`config.mk`:
```
export PLATFORM = sky130hd
export DESIGN_NAME = decoder_strobe_seq
export DESIGN_NICKNAME = d
export VERILOG_FILES = /design/src/rtl/decoder_strobe_seq_pkg.sv /design/src/rtl/decoder_strobe_seq_onehot_decode.sv /design/src/rtl/decoder_strobe_seq.sv
export SDC_FILE = /design/constraint.sdc
export NUM_CORES = 1
export LEC_CHECK = 0
export BUFFER_PORTS_ARGS = -buffer_cell sky130_fd_sc_hd__buf_2
export CORE_MARGIN = 2
export CORE_UTILIZATION = 40
export CTS_CLUSTER_DIAMETER = 80
export DETAILED_ROUTE_END_ITERATION = 8
export GPL_ROUTABILITY_DRIVEN = 0
export PLACE_DENSITY_LB_ADDON = 0.12
export SYNTH_ARGS = -nofsm -noshare
export SYNTH_HDL_FRONTEND = slang
export SYNTH_SLANG_ARGS = --single-unit
export TNS_END_PERCENT = 5
```
`constraint.sdc`:
```
create_clock -name clk_in -period 3.3 [get_ports clk_in]
set_clock_uncertainty 0.15 [all_clocks]
set_input_delay 0.66 -clock clk_in [delete_from_list [all_inputs] [get_ports clk_in]]
set_output_delay 0.66 -clock clk_in [all_outputs]
set_load 0.05 [all_outputs]
```
`src/rtl/decoder_strobe_seq_pkg.sv`:
```
// Shared types and helpers for the registered strobe decoder.
// Holds the FSM state encoding, mode codes, a one-hot helper and counter sizing.
package decoder_pkg;

  typedef enum logic [1:0] {
    ST_IDLE  = 2'b00,
    ST_HOLD  = 2'b01,
    ST_PULSE = 2'b10,
    ST_SCAN  = 2'b11
  } state_t;

  localparam logic [1:0] MODE_LEVEL = 2'b00;
  localparam logic [1:0] MODE_PULSE = 2'b01;
  localparam logic [1:0] MODE_SCAN  = 2'b10;
  localparam logic [1:0] MODE_RSVD  = 2'b11;

  // Widest select the helper supports; callers truncate to their own OUT_W.
  localparam int MAX_SEL_W = 8;
  localparam int MAX_OUT_W = 2 ** MAX_SEL_W;

  function automatic logic [MAX_OUT_W-1:0] onehot(input logic [MAX_SEL_W-1:0] idx);
    logic [MAX_OUT_W-1:0] v;
    v      = '0;
    v[idx] = 1'b1;
    return v;
  endfunction

  function automatic int cnt_width(input int a, input int b);
    return $clog2(((a > b) ? a : b) + 1);
  endfunction

endpackage

```
`src/rtl/decoder_strobe_seq_onehot_decode.sv`:
```
// Combinational SEL_W -> 2**SEL_W one-hot decode with enable; zero latency,
// no flow control (pure function of its inputs).
module onehot_decode
  import decoder_pkg::*;
#(
  parameter int SEL_W = 4
) (
  input  logic                  en,
  input  logic [SEL_W-1:0]      idx,
  output logic [2**SEL_W-1:0]   y
);

  localparam int OUT_W = 2 ** SEL_W;

  assign y = en ? OUT_W'(onehot(MAX_SEL_W'(idx))) : '0;

endmodule

```
`src/rtl/decoder_strobe_seq.sv`:
```
// Registered one-hot line decoder with level/pulse/scan modes; outputs follow an accept by 1 cycle.
// Ready depends only on state, counter, enable and mode; scan ignores the select stream.
module decoder_strobe_seq
  import decoder_pkg::*;
#(
  parameter int SEL_W      = 4,
  parameter int PULSE_LEN  = 1,
  parameter int SCAN_DWELL = 4,
  parameter bit ACTIVE_LOW = 1'b0
) (
  input  logic                clk_in,
  input  logic                rst_n_in,
  input  logic                enable_in,
  input  logic [1:0]          mode_in,
  input  logic                sel_valid_in,
  input  logic [SEL_W-1:0]    sel_in,
  output logic                sel_ready_out,
  output logic [2**SEL_W-1:0] y_out,
  output logic [SEL_W-1:0]    active_idx_out,
  output logic                busy_out
);

  localparam int OUT_W = 2 ** SEL_W;
  localparam int CNT_W = cnt_width(PULSE_LEN, SCAN_DWELL);
  localparam logic [CNT_W-1:0] PULSE_RLD = CNT_W'(PULSE_LEN - 1);
  localparam logic [CNT_W-1:0] DWELL_RLD = CNT_W'(SCAN_DWELL - 1);

  state_t             state;
  logic [SEL_W-1:0]   idx;
  logic [CNT_W-1:0]   cnt;
  logic [OUT_W-1:0]   y_reg;

  logic               abort;
  logic               ready_int;
  logic               accept;
  logic               cnt_zero;
  logic               dec_en;
  logic [SEL_W-1:0]   dec_idx;
  logic [OUT_W-1:0]   dec_y;

  assign cnt_zero = (cnt == '0);

  // Abort is a mode that no longer matches the running state, or enable dropped.
  always_comb begin
    abort     = 1'b0;
    ready_int = 1'b0;
    case (state)
      ST_IDLE: begin
        ready_int = enable_in && (mode_in == MODE_LEVEL || mode_in == MODE_PULSE);
      end
      ST_HOLD: begin
        abort     = !enable_in || (mode_in != MODE_LEVEL);
        ready_int = !abort;
      end
      ST_PULSE: begin
        abort     = !enable_in || (mode_in != MODE_PULSE);
        ready_int = !abort && cnt_zero;
      end
      ST_SCAN: begin
        abort     = !enable_in || (mode_in != MODE_SCAN);
        ready_int = 1'b0;
      end
      default: begin
        abort     = 1'b1;
        ready_int = 1'b0;
      end
    endcase
  end

  assign accept        = sel_valid_in && ready_int;
  assign sel_ready_out = rst_n_in && ready_int;

  // Next-cycle line selection, decoded now so y_out is a plain register.
  always_comb begin
    dec_en  = 1'b0;
    dec_idx = idx;
    if (accept) begin
      dec_en  = 1'b1;
      dec_idx = sel_in;
    end else begin
      case (state)
        ST_IDLE: begin
          if (enable_in && mode_in == MODE_SCAN) begin
            dec_en  = 1'b1;
            dec_idx = '0;
          end
        end
        ST_HOLD:  dec_en = !abort;
        ST_PULSE: dec_en = !abort && !cnt_zero;
        ST_SCAN: begin
          dec_en = !abort;
          if (cnt_zero) dec_idx = idx + SEL_W'(1);
        end
        default:  dec_en = 1'b0;
      endcase
    end
  end

  onehot_decode #(.SEL_W(SEL_W)) u_dec (
    .en  (dec_en),
    .idx (dec_idx),
    .y   (dec_y)
  );

  always_ff @(posedge clk_in or negedge rst_n_in) begin
    if (!rst_n_in) begin
      state <= ST_IDLE;
      idx   <= '0;
      cnt   <= '0;
      y_reg <= '0;
    end else begin
      y_reg <= dec_y;
      case (state)
        ST_IDLE: begin
          if (accept) begin
            state <= (mode_in == MODE_LEVEL) ? ST_HOLD : ST_PULSE;
            idx   <= sel_in;
            cnt   <= (mode_in == MODE_PULSE) ? PULSE_RLD : '0;
          end else if (enable_in && mode_in == MODE_SCAN) begin
            state <= ST_SCAN;
            idx   <= '0;
            cnt   <= DWELL_RLD;
          end
        end
        ST_HOLD: begin
          if (abort) begin
            state <= ST_IDLE;
            cnt   <= '0;
          end else if (accept) begin
            idx <= sel_in;
          end
        end
        ST_PULSE: begin
          if (abort) begin
            state <= ST_IDLE;
            cnt   <= '0;
          end else if (cnt_zero) begin
            if (accept) begin
              idx <= sel_in;
              cnt <= PULSE_RLD;
            end else begin
              state <= ST_IDLE;
            end
          end else begin
            cnt <= cnt - CNT_W'(1);
          end
        end
        ST_SCAN: begin
          if (abort) begin
            state <= ST_IDLE;
            cnt   <= '0;
          end else if (cnt_zero) begin
            idx <= idx + SEL_W'(1);
            cnt <= DWELL_RLD;
          end else begin
            cnt <= cnt - CNT_W'(1);
          end
        end
        default: begin
          state <= ST_IDLE;
          cnt   <= '0;
        end
      endcase
    end
  end

  assign y_out          = y_reg ^ {OUT_W{ACTIVE_LOW}};
  assign active_idx_out = idx;
  assign busy_out       = (state != ST_IDLE);

endmodule

```
# [Yosys cells after proc, flatten, opt, wreduce, memory -nomap -nowiden]
# Cells that the tools add are included.
[word_totals] ff_bits=25 rom_bits=0 latch_bits=0 out_inout_bits=22 n_memories=0 inputBits=10 ram_bits=0 wordCells=86
[classes] n_div=0 shifts=0 n_addsub=2 mux=36 multipliers=0 n_lt_le_gt_ge=2 reduce_logical=25 n_eq_ne=17 bitwise_logic=0
[op_table] operator="4-bit 2-to-1 mux" count=9
[op_table] operator="3-bit 2-to-1 mux" count=8
[op_table] operator="16-bit 2-to-1 mux" count=1
[op_table] operator="4-bit case mux with 4 select lines" count=1
[op_table] operator="2-bit 2-to-1 mux" count=7
[op_table] operator="2-bit inequality test, second input constant" count=6
[op_table] operator="3-bit case mux with 4 select lines" count=1
[op_table] operator="4-bit by 9-bit < comparator with 1-bit output, second input constant" count=1
[op_table] operator="3-bit inequality test, second input constant" count=3
[op_table] operator="4-bit case mux with 2 select lines" count=1
[op_table] operator="4-bit AND reduction" count=2
[op_table] operator="1-bit logical AND" count=7
[op_table] operator="2-bit == test, second input constant" count=3
[op_table] operator="1-bit case mux with 3 select lines" count=2
[op_table] operator="2-bit case mux with 3 select lines" count=1
[op_table] operator="1-bit zero test" count=5
[op_table] operator="4-bit by 1-bit adder with 4-bit output, second input constant" count=1
[op_table] operator="1-bit demux with 4-bit select" count=1
[op_table] operator="2-bit by 1-bit == test with 1-bit output, second input constant" count=2
[op_table] operator="4-bit by 1-bit greater-or-equal comparator with 1-bit output, second input constant" count=1
[op_table] operator="2-bit zero test" count=2
[op_table] operator="1-bit logical OR" count=4
[op_table] operator="2-bit by 1-bit inequality test with 1-bit output, second input constant" count=2
[op_table] operator="4-bit inequality test, second input constant" count=1
[op_table] operator="other kinds (7)" count=10

# [Depth between registers and ports, before layout]
# Gate-level depths: netlist (run 1).
[logic_depth] word_depth=12 depth_mapped=9 depth_no_buf=7

# [Hierarchy]
# From an unflattened synthesis (run 1), not the netlist that was laid out.
[unflattened] hier_cells=180 area_unflattened_um2=1649.1
[by_module_without_submodules] mod="decoder_strobe_seq" n_inst=1 area_each_um2=1531.5 cells_each=157 seq_area_each_um2=625.6
[by_module_without_submodules] mod="onehot_decode" n_inst=1 area_each_um2=117.6 cells_each=23 seq_area_each_um2=0.0

# [Least setup slack after synthesis (run 1)]
# No wires, ideal clock.
[synth_timing] path_kind="register to output" from="register state[0]" to="output sel_ready_out" required_ns=2.490 arrival_time_ns=1.916 setup_slack_ns=0.574 n_path_buf=1 path_stages_with_launch=7 path_cell_list="dfrtp_1 -> inv_1 -> ha_1 -> buf_2 -> nor4b_4 -> nand2_1 -> a21oi_1"
[synth_between] elab_chain_len=3 elab_cells_between_ends=6 cone_classes="eq/ne: 3; mux: 1; reduce/logical: 2"
[synth_rtl] item="start, declared" line="decoder_strobe_seq.sv:28" rtl="state_t state;"
[synth_rtl] item="start signal, assigned" line="decoder_strobe_seq.sv:116" rtl="state <= (mode_in == MODE_LEVEL) ? ST_HOLD : ST_PULSE;"
[synth_rtl] item="2-bit == test, or another cell as far along" line="decoder_strobe_seq.sv:47" rtl="case (state)"
[synth_rtl] item="1-bit case mux with 4 select lines (*)" line="decoder_strobe_seq.sv:47"
[synth_rtl] item="1-bit logical AND (*)" line="decoder_strobe_seq.sv:71" rtl="assign sel_ready_out = rst_n_in && ready_int;"
[synth_rtl] item="end, declared" line="decoder_strobe_seq.sv:17" rtl="output logic sel_ready_out,"
# Mark *: on every way between the ends. The rest lies on a longest branch, timed or not.

# [Final worst setup path (run 1)]
[layout_timing] from="register state[0]" to="register y_reg[15], in the netlist y_out[15]"
[layout_between] elab_chain_len=9 elab_cells_between_ends=20 cone_classes="order compare: 2; eq/ne: 3; mux: 9; reduce/logical: 6"
[layout_rtl] item="2-bit == test, or another cell as far along" line="decoder_strobe_seq.sv:47, decoder_strobe_seq.sv:81"
[layout_rtl] item="1-bit case mux with 4 select lines" line="decoder_strobe_seq.sv:47"
[layout_rtl] item="1-bit logical AND" line="decoder_strobe_seq.sv:70" rtl="assign accept = sel_valid_in && ready_int;"
[layout_rtl] item="4-bit 2-to-1 mux" line="decoder_strobe_seq.sv:77" rtl="if (accept) begin"
[layout_rtl] item="4-bit by 9-bit < comparator with 1-bit output (implied by the code) or 4-bit by 1-bit greater-or-equal comparator with 1-bit output (tied branches)" line="decoder_strobe_seq_pkg.sv:24" rtl="v[idx] = 1'b1;"
[layout_rtl] item="1-bit logical AND (implied by the code)" line="decoder_strobe_seq_pkg.sv:24"
[layout_rtl] item="1-bit 2-to-1 mux (implied by the code)" line="decoder_strobe_seq_pkg.sv:24"
[layout_rtl] item="1-bit demux with 4-bit select"
[layout_rtl] item="16-bit 2-to-1 mux (*)" line="decoder_strobe_seq_onehot_decode.sv:15" rtl="assign y = en ? OUT_W'(onehot(MAX_SEL_W'(idx))) : '0;"
[layout_rtl] item="via dec_y[15]" line="decoder_strobe_seq.sv:39" rtl="logic [OUT_W-1:0] dec_y;"
[layout_rtl] item="end signal, assigned" line="decoder_strobe_seq.sv:112" rtl="y_reg <= dec_y;"
[layout_rtl] item="end, declared" line="decoder_strobe_seq.sv:31" rtl="logic [OUT_W-1:0] y_reg;"
# The timed path passes the listed nets; every way through them passes the cells marked *.
# A chain may end at the register's enable or synchronous reset.

==> flow_summary.yaml, run 1 <==
run_status:
  outcome: "finished, final reports clean"
power_and_ir_drop:
  p_sw_share_pct: 54.7
  comb_power_share_pct: 70.1
  clkPwrFrac_pct: 8.4
  pwr-share-seq_pct: 21.5
  p_int_mw: 1.04
  p_leak_nw: 0.902
  powerDensity_nw_per_um2: 1180
  p_switching_mw: 1.26
  worst_ir_drop_vdd_v: 0.000586
  total_power_mw: 2.30
timing:
  setup_viol: 0
  fmax_ghz: 0.341
  worst_pin_slew_ns: 1.03
  layout_setup_ws_ns: 0.366
  final-max-slew-violation-count: 0
  fin_crit_ns: 2.93
  slew_headroom_pct: 31.3
  rsz0062_at_grt: "false"
  finalHoldViolCount: 0
  fin_tns_setup_ns: 0
  hold_ws_ns: 0.244
  min_period_over_period_pct: 88.9
synthesis:
  syn_nets: 197
  synth_mux_area_share_pct: 3.59
  synth_compound_area_share_pct: 27.2
  synth_top_family_by_area: "compound AO/OA/AOI/OAI gates"
  ys.flop_type: "dfrtp_1"
  synthSimpleGateAreaFrac_pct: 22.3
  synth_area_per_cell_um2: 9.57
  synth_xor_area_share_pct: 1.01
  synth_adder_area_share_pct: 3.59
  syn_area_um2: 1740
  synth_edf_count: 0
  synth_cell_types: 56
  yosys_warnings: 0
  ys_seq_area_share_pct: 35.9
  ys_async_sr_fraction_pct: 100
  ys_seq_elements: 25
  syn_inst: 182
layout:
  postLayoutCoreUtil_pct: 47.8
  final_cell_mix: "buf_2, dfrtp_1, nor3_1, nor2_1, a21oi_1"
  area_growth_syn_to_layout_pct: 12.1
  drive_above_1_share_pct: 23.2
  final_common_cell: "buf_2"
  final_area_um2: 1950
  fin_nets: 223
  finalNonFillerCells: 257
  antenna_cells: 0
global_routing:
  grt.total_usage_pct: 18.3
  grt_pass1_wl_um: 7260
  grt_pass1_vias: 1474
  antenna_found_initial: 0
  grt_max_degree: 26
  overflow: 0
critical_path:
  worst_setup_path_end_kind: "flop"
  crit_buf_inv: 1
  cpPeakStageDelay_ns: 0.86
  path_class: "reg -> reg"
  startpoint: "state[0]"
  slowest_stage: "a221oi_2"
  crit_family: "compound AO/OA/AOI/OAI gates"
  worstPathArrival_ns: 2.89
  crit_path_cell_trace: "inv_1 > ha_1 > mux2i_1 > a22oi_2 > a21oi_1 > a221oi_2 > nor3_1"
  crit_required_ns: 3.26
  r2r-start: "state[0]"
  worst_setup_path_start_kind: "flop"
  crit_fanout: 16
floorplan:
  dieWidth_um: 70.0
  die_h_um: 70.0
  initial_utilization_pct: 42.6
  coreArea_um2: 4090
  dieArea_um2: 4900
  io_pins: 32
  std_cell_rows: 23
job:
  maxCapViolations: 0
clocking:
  cts_max_level: 1
  root_buffer: "clkbuf_8"
  tritoncts: "done"
  cts_buffers: 3
  clock_sinks: 25
  post-cts-setup-buffers: 0
  cts_hold_buf: 0
  cts_max_path_buffers: 2
  insertion_delay_ns: 0.27
  path_clk_slew_ns: 0.09
  cts_resized: 0
drt:
  viasPerCell: 6.15
  wirelength_um: 4390
  drt-initial-drc-count: 98
  wire_per_inst_um: 17.1
  num_vias: 1581
  dr.pass1.iters: 4
  ant_nets: 0
  post-route-drc-count: 0
placed_design:
  place_hpwl_um: 3350
  dp.cells: 253
  io_buffers: 31
  place_area_um2: 1900
  pre_cts_slack_ns: 0.427
min_path:
  min-delay-path-class: "in -> async"
power by group through the flow:
stage          registers [mW]  logic, mW  clock network, mW
2_1_floorplan           0.638       1.16                  0
3_3_place_gp            0.495       1.57                  0
3_5_place_dp            0.498       1.59                  0
4_1_cts                 0.494       1.60              0.197
5_1_grt                 0.510       1.75              0.211
6_report                0.495       1.61              0.193
per-layer routing:
metal | vias to the layer above | share of wire (%) | global-route usage (%)
li1 | 752 | - | -
met3 | 4 | 6.0 | 3.75
met4 | 0 | 0.91 | 4.27
met2 | 68 | 49 | 31.0
met5 | - | 0 | 0
met1 | 757 | 44 | 23.8
cell families (layout without fill, tap and decap cells):
group,Yosys count,in the layout
AOI/OAI and AO/OA,56,56
xor gates and xnor gates,2,2
adders and majority gates,5,5
buffers and inverters,22,47
DFF,25,25
muxes,6,6
and+or+nand+nor,66,66
layout make-up:
cell class                 count  area, um2
fill                         383       2130
multi-input combinational    135       1000
sequential                    25        626
timing repair buffer          34        178
tap                           50       62.6
clock buffer                   3       41.3
inverter                       9       33.8
clock inverter                 1       7.51
final timing paths:
kind	end	slack, ns	depth (start not counted)
min reg2reg	state[0]	0.46	1
max reg2reg	y_out[15]	0.37	7
max in group asynchronous	y_out[12]	2.51	2
max	y_out[15]	0.37	7
min	y_out[15]	0.24	2
min in group clk_in	state[0]	0.46	1
registers in the layout (all words and copies together) (netlist names):
signal          cells
y_out              16
cnt                 3
state               2
active_idx_out      4
synth_stat cells, types with 3 or more instances:
cell        n  area [um2]
buf_2       5        25.0
nor2b_1     3        18.8
a22o_1      3        26.3
mux2i_1     4        40.0
nand2_1     7        26.3
dfrtp_1    25         626
nor2_1     13        48.8
nor3_1     18        90.1
inv_1       9        33.8
a32oi_1     9        78.8
nand3_1     4        20.0
or3_1       4        25.0
and2_1      3        18.8
a21oi_1    13        65.1
ha_1        5        62.6
a2bb2oi_1   3        26.3
worst register-to-register path, stage by stage (launching register included):
cell and delay [ns]:
dfrtp_1 0.42, inv_1 0.10, ha_1 0.36, mux2i_1 0.14, a22oi_2 0.33, a21oi_1 0.21, a221oi_2 0.86, nor3_1 0.19
Note: power is estimated with default switching activity, not from simulation.
==> run 2, diff against run 1 <==
Settings changed: CORE_UTILIZATION 40 to 55.
==> run 2 against run 1 <==
Effect of this change: register-to-register slack lost 0.02 ns; critical path depth decreased by 1; wire length fell by 2.7%; worst setup slack worse by 0.023 ns; sequential share of layout area grew 0.50 points; power decreased by 1.9%; critical endpoint is now sel_ready_out; hold slack worse by 0.050 ns; final area is 1.5% lower.
==> flow_summary.yaml, run 2 (same netlist as run 1, synthesis figures left out) <==
run_status:
  outcome: "finished, final reports clean"
timing:
  slew_headroom_pct: 27.2
  hold_ws_ns: 0.194
  fin_tns_setup_ns: 0
  setup_viol: 0
  worst_pin_slew_ns: 1.09
  fin_crit_ns: 2.96
  final-max-slew-violation-count: 0
  layout_setup_ws_ns: 0.343
  rsz0062_at_grt: "false"
  min_period_over_period_pct: 89.6
  finalHoldViolCount: 0
  fmax_ghz: 0.338
global_routing:
  grt-busiest-layer: "met2"
  grt_max_degree: 26
  antenna_found_initial: 0
  grtUsageMet2_pct: 45.8
  overflow: 0
  grt_pass1_wl_um: 6970
  grt_use_met1_pct: 30.1
  use_met3_pct: 3.25
  grt.total_usage_pct: 25.8
  grt_pass1_vias: 1500
critical_path:
  path_class: "reg -> out"
  startpoint: "state[0]"
  worstPathArrival_ns: 2.15
  crit_fanout: 10
  crit_required_ns: 2.49
  r2r-start: "state[0]"
  worst_setup_path_end_kind: "output port"
  worst_setup_path_start_kind: "flop"
floorplan:
  io_pins: 32
  dieArea_um2: 3630
  dieWidth_um: 60.3
  die_h_um: 60.3
  initial_utilization_pct: 57.5
  coreArea_um2: 3030
  std_cell_rows: 20
power_and_ir_drop:
  comb_power_share_pct: 71.5
  powerDensity_nw_per_um2: 1170
  total_power_mw: 2.26
  p_leak_nw: 0.895
  clkPwrFrac_pct: 6.4
  p_switching_mw: 1.25
  p_sw_share_pct: 55.6
  pwr-share-seq_pct: 22.1
  p_int_mw: 1.00
  worst_ir_drop_vdd_v: 0.000691
layout:
  final_cell_mix: "buf_2, dfrtp_1, nor3_1, nor2_1, a21oi_1"
  area_growth_syn_to_layout_pct: 10.4
  largest_reg_flops: 16
  final_common_cell: "buf_2"
  antenna_cells: 0
  fillCellCount: 261
  drive_above_1_share_pct: 22.7
  fin_nets: 223
clocking:
  path_clk_slew_ns: 0.14
  clock_sinks: 25
  cts_max_path_buffers: 2
  cts_hold_buf: 0
  root_buffer: "clkbuf_4"
  insertion_delay_ns: 0.33
  cts_resized: 0
  cts_buffers: 3
  post-cts-setup-buffers: 0
  tritoncts: "done"
  cts_max_level: 1
min_path:
  min-delay-path-class: "in -> async"
drt:
  ant_nets: 0
  drt-initial-drc-count: 35
  num_vias: 1573
  wire_per_inst_um: 17.0
  wirelength_um: 4270
  dr.pass1.iters: 5
  viasPerCell: 6.27
  post-route-drc-count: 0
placed_design:
  place_hpwl_um: 3190
  io_buffers: 31
  pre_cts_slack_ns: 0.434
job:
  maxCapViolations: 0
==> run 2: cell count changes in the layout (fill, tap and decap cells not counted), sizes merged <==
cell / delta
clkinvlp: -1
clkbuf: +1
==> run 2: area by class of cell <==
type	count	area [um2]	share of cell area, %
inverter	9	33.8	1.76
timing repair buffer	34	178	9.24
tap	44	55.1	2.86
sequential	25	626	32.5
multi-input combinational	135	1000	52.2
clock buffer	4	26.3	1.37
==> run 2: stage by stage <==
step | cell area, um2 | std cells | util, %
2_1_floorplan | 1740 | 182 | -
3_3_place_gp | 1900 | 247 | 62.6
3_5_place_dp | 1900 | 247 | 62.6
4_1_cts | 1920 | 251 | 63.5
5_1_grt | 1920 | 251 | 63.5
6_report | 1920 | 251 | 63.5
==> run 2: metal layers <==
layer  wire length (um)  share of wire [%]
met1               1770                 41
met2               2150                 50
met3                225                5.3
met4                123                2.9
met5                  0                  0
==> run 2: power groups by stage <==
stage	combinational, mW	clock (mW)	sequential, mW
2_1_floorplan	1.16	0	0.638
3_3_place_gp	1.56	0	0.498
3_5_place_dp	1.59	0	0.503
4_1_cts	1.60	0.145	0.496
5_1_grt	1.75	0.155	0.512
6_report	1.61	0.144	0.499
==> run 2: worst max-delay path, cell delays in order, from the launching register on <==
cell,delay (ns)
dfrtp_1,0.44
inv_1,0.10
ha_1,0.36
nor4b_4,0.42
nand2_1,0.09
a21oi_1,0.12
buf_2,0.27
==> run 2: worst paths after layout <==
path / depth (start not counted) / end / slack [ns]
min reg2reg: 1 / state[1] / 0.46
min in group clk_in: 1 / state[1] / 0.46
max in group asynchronous: 2 / cnt[1] / 2.56
max: 6 / sel_ready_out / 0.34
max reg2reg: 7 / y_out[14] / 0.35
min: 2 / y_out[10] / 0.19
==> run 3, diff against run 2 <==
Settings changed: PLACE_DENSITY set to 0.78, PLACE_DENSITY_LB_ADDON 0.12 to not set.
==> run 3 against run 2 <==
Effect of this change: final area grew 0.20%; register-to-register slack lost 0.05 ns; combinational power is essentially flat; non-clock buffer count is the same.
==> flow_summary.yaml, run 3 (same netlist as run 1, synthesis figures left out) <==
layout:
  drive_above_1_share_pct: 22.7
  area_growth_syn_to_layout_pct: 10.6
  fillCellCount: 266
  final_common_cell: "buf_2"
  final_cell_mix: "buf_2, dfrtp_1, nor3_1, nor2_1, a21oi_1"
  antenna_cells: 0
  fin_nets: 223
  final_area_um2: 1930
  largest_reg_flops: 16
job:
  maxCapViolations: 0
min_path:
  min-delay-path-class: "reg -> reg"
timing:
  fin_crit_ns: 3.00
  hold_ws_ns: 0.460
  min_period_over_period_pct: 91.0
  fmax_ghz: 0.333
  layout_setup_ws_ns: 0.297
  setup_viol: 0
  rsz0062_at_grt: "false"
  worst_pin_slew_ns: 1.05
  fin_tns_setup_ns: 0
  final-max-slew-violation-count: 0
  slew_headroom_pct: 30.1
  finalHoldViolCount: 0
power_and_ir_drop:
  powerDensity_nw_per_um2: 1170
  total_power_mw: 2.25
  p_leak_nw: 0.897
  worst_ir_drop_vdd_v: 0.000691
global_routing:
  grt_max_degree: 24
  grt_pass1_vias: 1520
  use_met3_pct: 4.33
  antenna_found_initial: 0
  overflow: 0
  grt.total_usage_pct: 25.2
  grtUsageMet2_pct: 46.7
  grt_use_met1_pct: 27.6
  grt-busiest-layer: "met2"
  grt_pass1_wl_um: 6760
clocking:
  tritoncts: "done"
  cts_buffers: 3
  cts_max_level: 1
  root_buffer: "clkbuf_4"
  cts_resized: 0
  cts_max_path_buffers: 2
  insertion_delay_ns: 0.32
  path_clk_slew_ns: 0.14
  clock_sinks: 25
placed_design:
  place_hpwl_um: 3190
  pre_cts_slack_ns: 0.401
  io_buffers: 31
  place_area_um2: 1890
drt:
  viasPerCell: 6.44
  drt-initial-drc-count: 75
  wirelength_um: 4230
  wire_per_inst_um: 16.9
  ant_nets: 0
  dr.pass1.iters: 4
  num_vias: 1616
  post-route-drc-count: 0
floorplan:
  die_h_um: 60.3
  std_cell_rows: 20
  coreArea_um2: 3030
  io_pins: 32
  dieArea_um2: 3630
  initial_utilization_pct: 57.5
  dieWidth_um: 60.3
critical_path:
  worst_setup_path_end_kind: "flop"
  cpPeakStageDelay_ns: 0.87
  slowest_stage: "a221oi_2"
  path_class: "reg -> reg"
  crit_fanout: 16
  worst_setup_path_start_kind: "flop"
  worstPathArrival_ns: 3.02
  crit_required_ns: 3.32
  crit_path_cell_trace: "inv_1 > ha_1 > mux2i_1 > a22oi_2 > a21oi_1 > a221oi_2 > nor3_1"
run_status:
  outcome: "finished, final reports clean"
## run 3: final cells by class
cell class              count  area [um2]  share of cell area [%]
clock buffers               3        22.5                    1.17
clock inverters             1        5.00                   0.260
inverters                   9        33.8                    1.75
multi-input cells         135        1000                    52.1
flip-flops and latches     25         626                    32.5
well taps                  44        55.1                    2.86
repair buffers             34         180                    9.35
## run 3: final timing paths
check                      startpoint   endpoint  slack [ns]  cells past startpoint
min                          state[1]   state[1]        0.46                      1
max in group asynchronous    rst_n_in     cnt[1]        1.98                      3
max reg2reg                  state[0]  y_out[10]        0.30                      7
max                          state[0]  y_out[10]        0.30                      7
min reg2reg                  state[1]   state[1]        0.46                      1
min in group asynchronous    rst_n_in   state[1]        0.53                      2
## run 3: worst max-delay path: cells and delay by family, from the launching register on
| family | cells | cell delay (ns) |
|---|---|---|
| AOI/OAI and AO/OA | 3 | 1.44 |
| buffers and inverters | 1 | 0.10 |
| muxes | 1 | 0.15 |
| and+or+nand+nor | 1 | 0.17 |
| adders and majority gates | 1 | 0.38 |
| DFF | 1 | 0.44 |
## run 3: through the flow
stage	cells	utilization [%]
global route	251	63.6
global placement	246	62.4
floorplan	182	-
detailed placement	246	62.4
CTS	251	63.6
finish	251	63.6
## run 3: routing by layer
layer	part of all wire [%]	wire length, um	vias up
met5	0	0	-
met4	2.1	90	0
met3	6.7	283	11
met2	52	2200	89
met1	39	1660	762
li1	-	-	754
## run 3: what timing repair did
action | 4_1_cts | 5_1_grt
hold buffers | 1 | 0
setup buffers | 0 | 0
hold endpoints to repair | 2 | 0
## run 3: report_power, final
part	total [mW]	internal (mW)	switching, mW
registers	0.495	0.390	0.105
clock network	0.136	0.0455	0.0901
logic	1.62	0.562	1.06
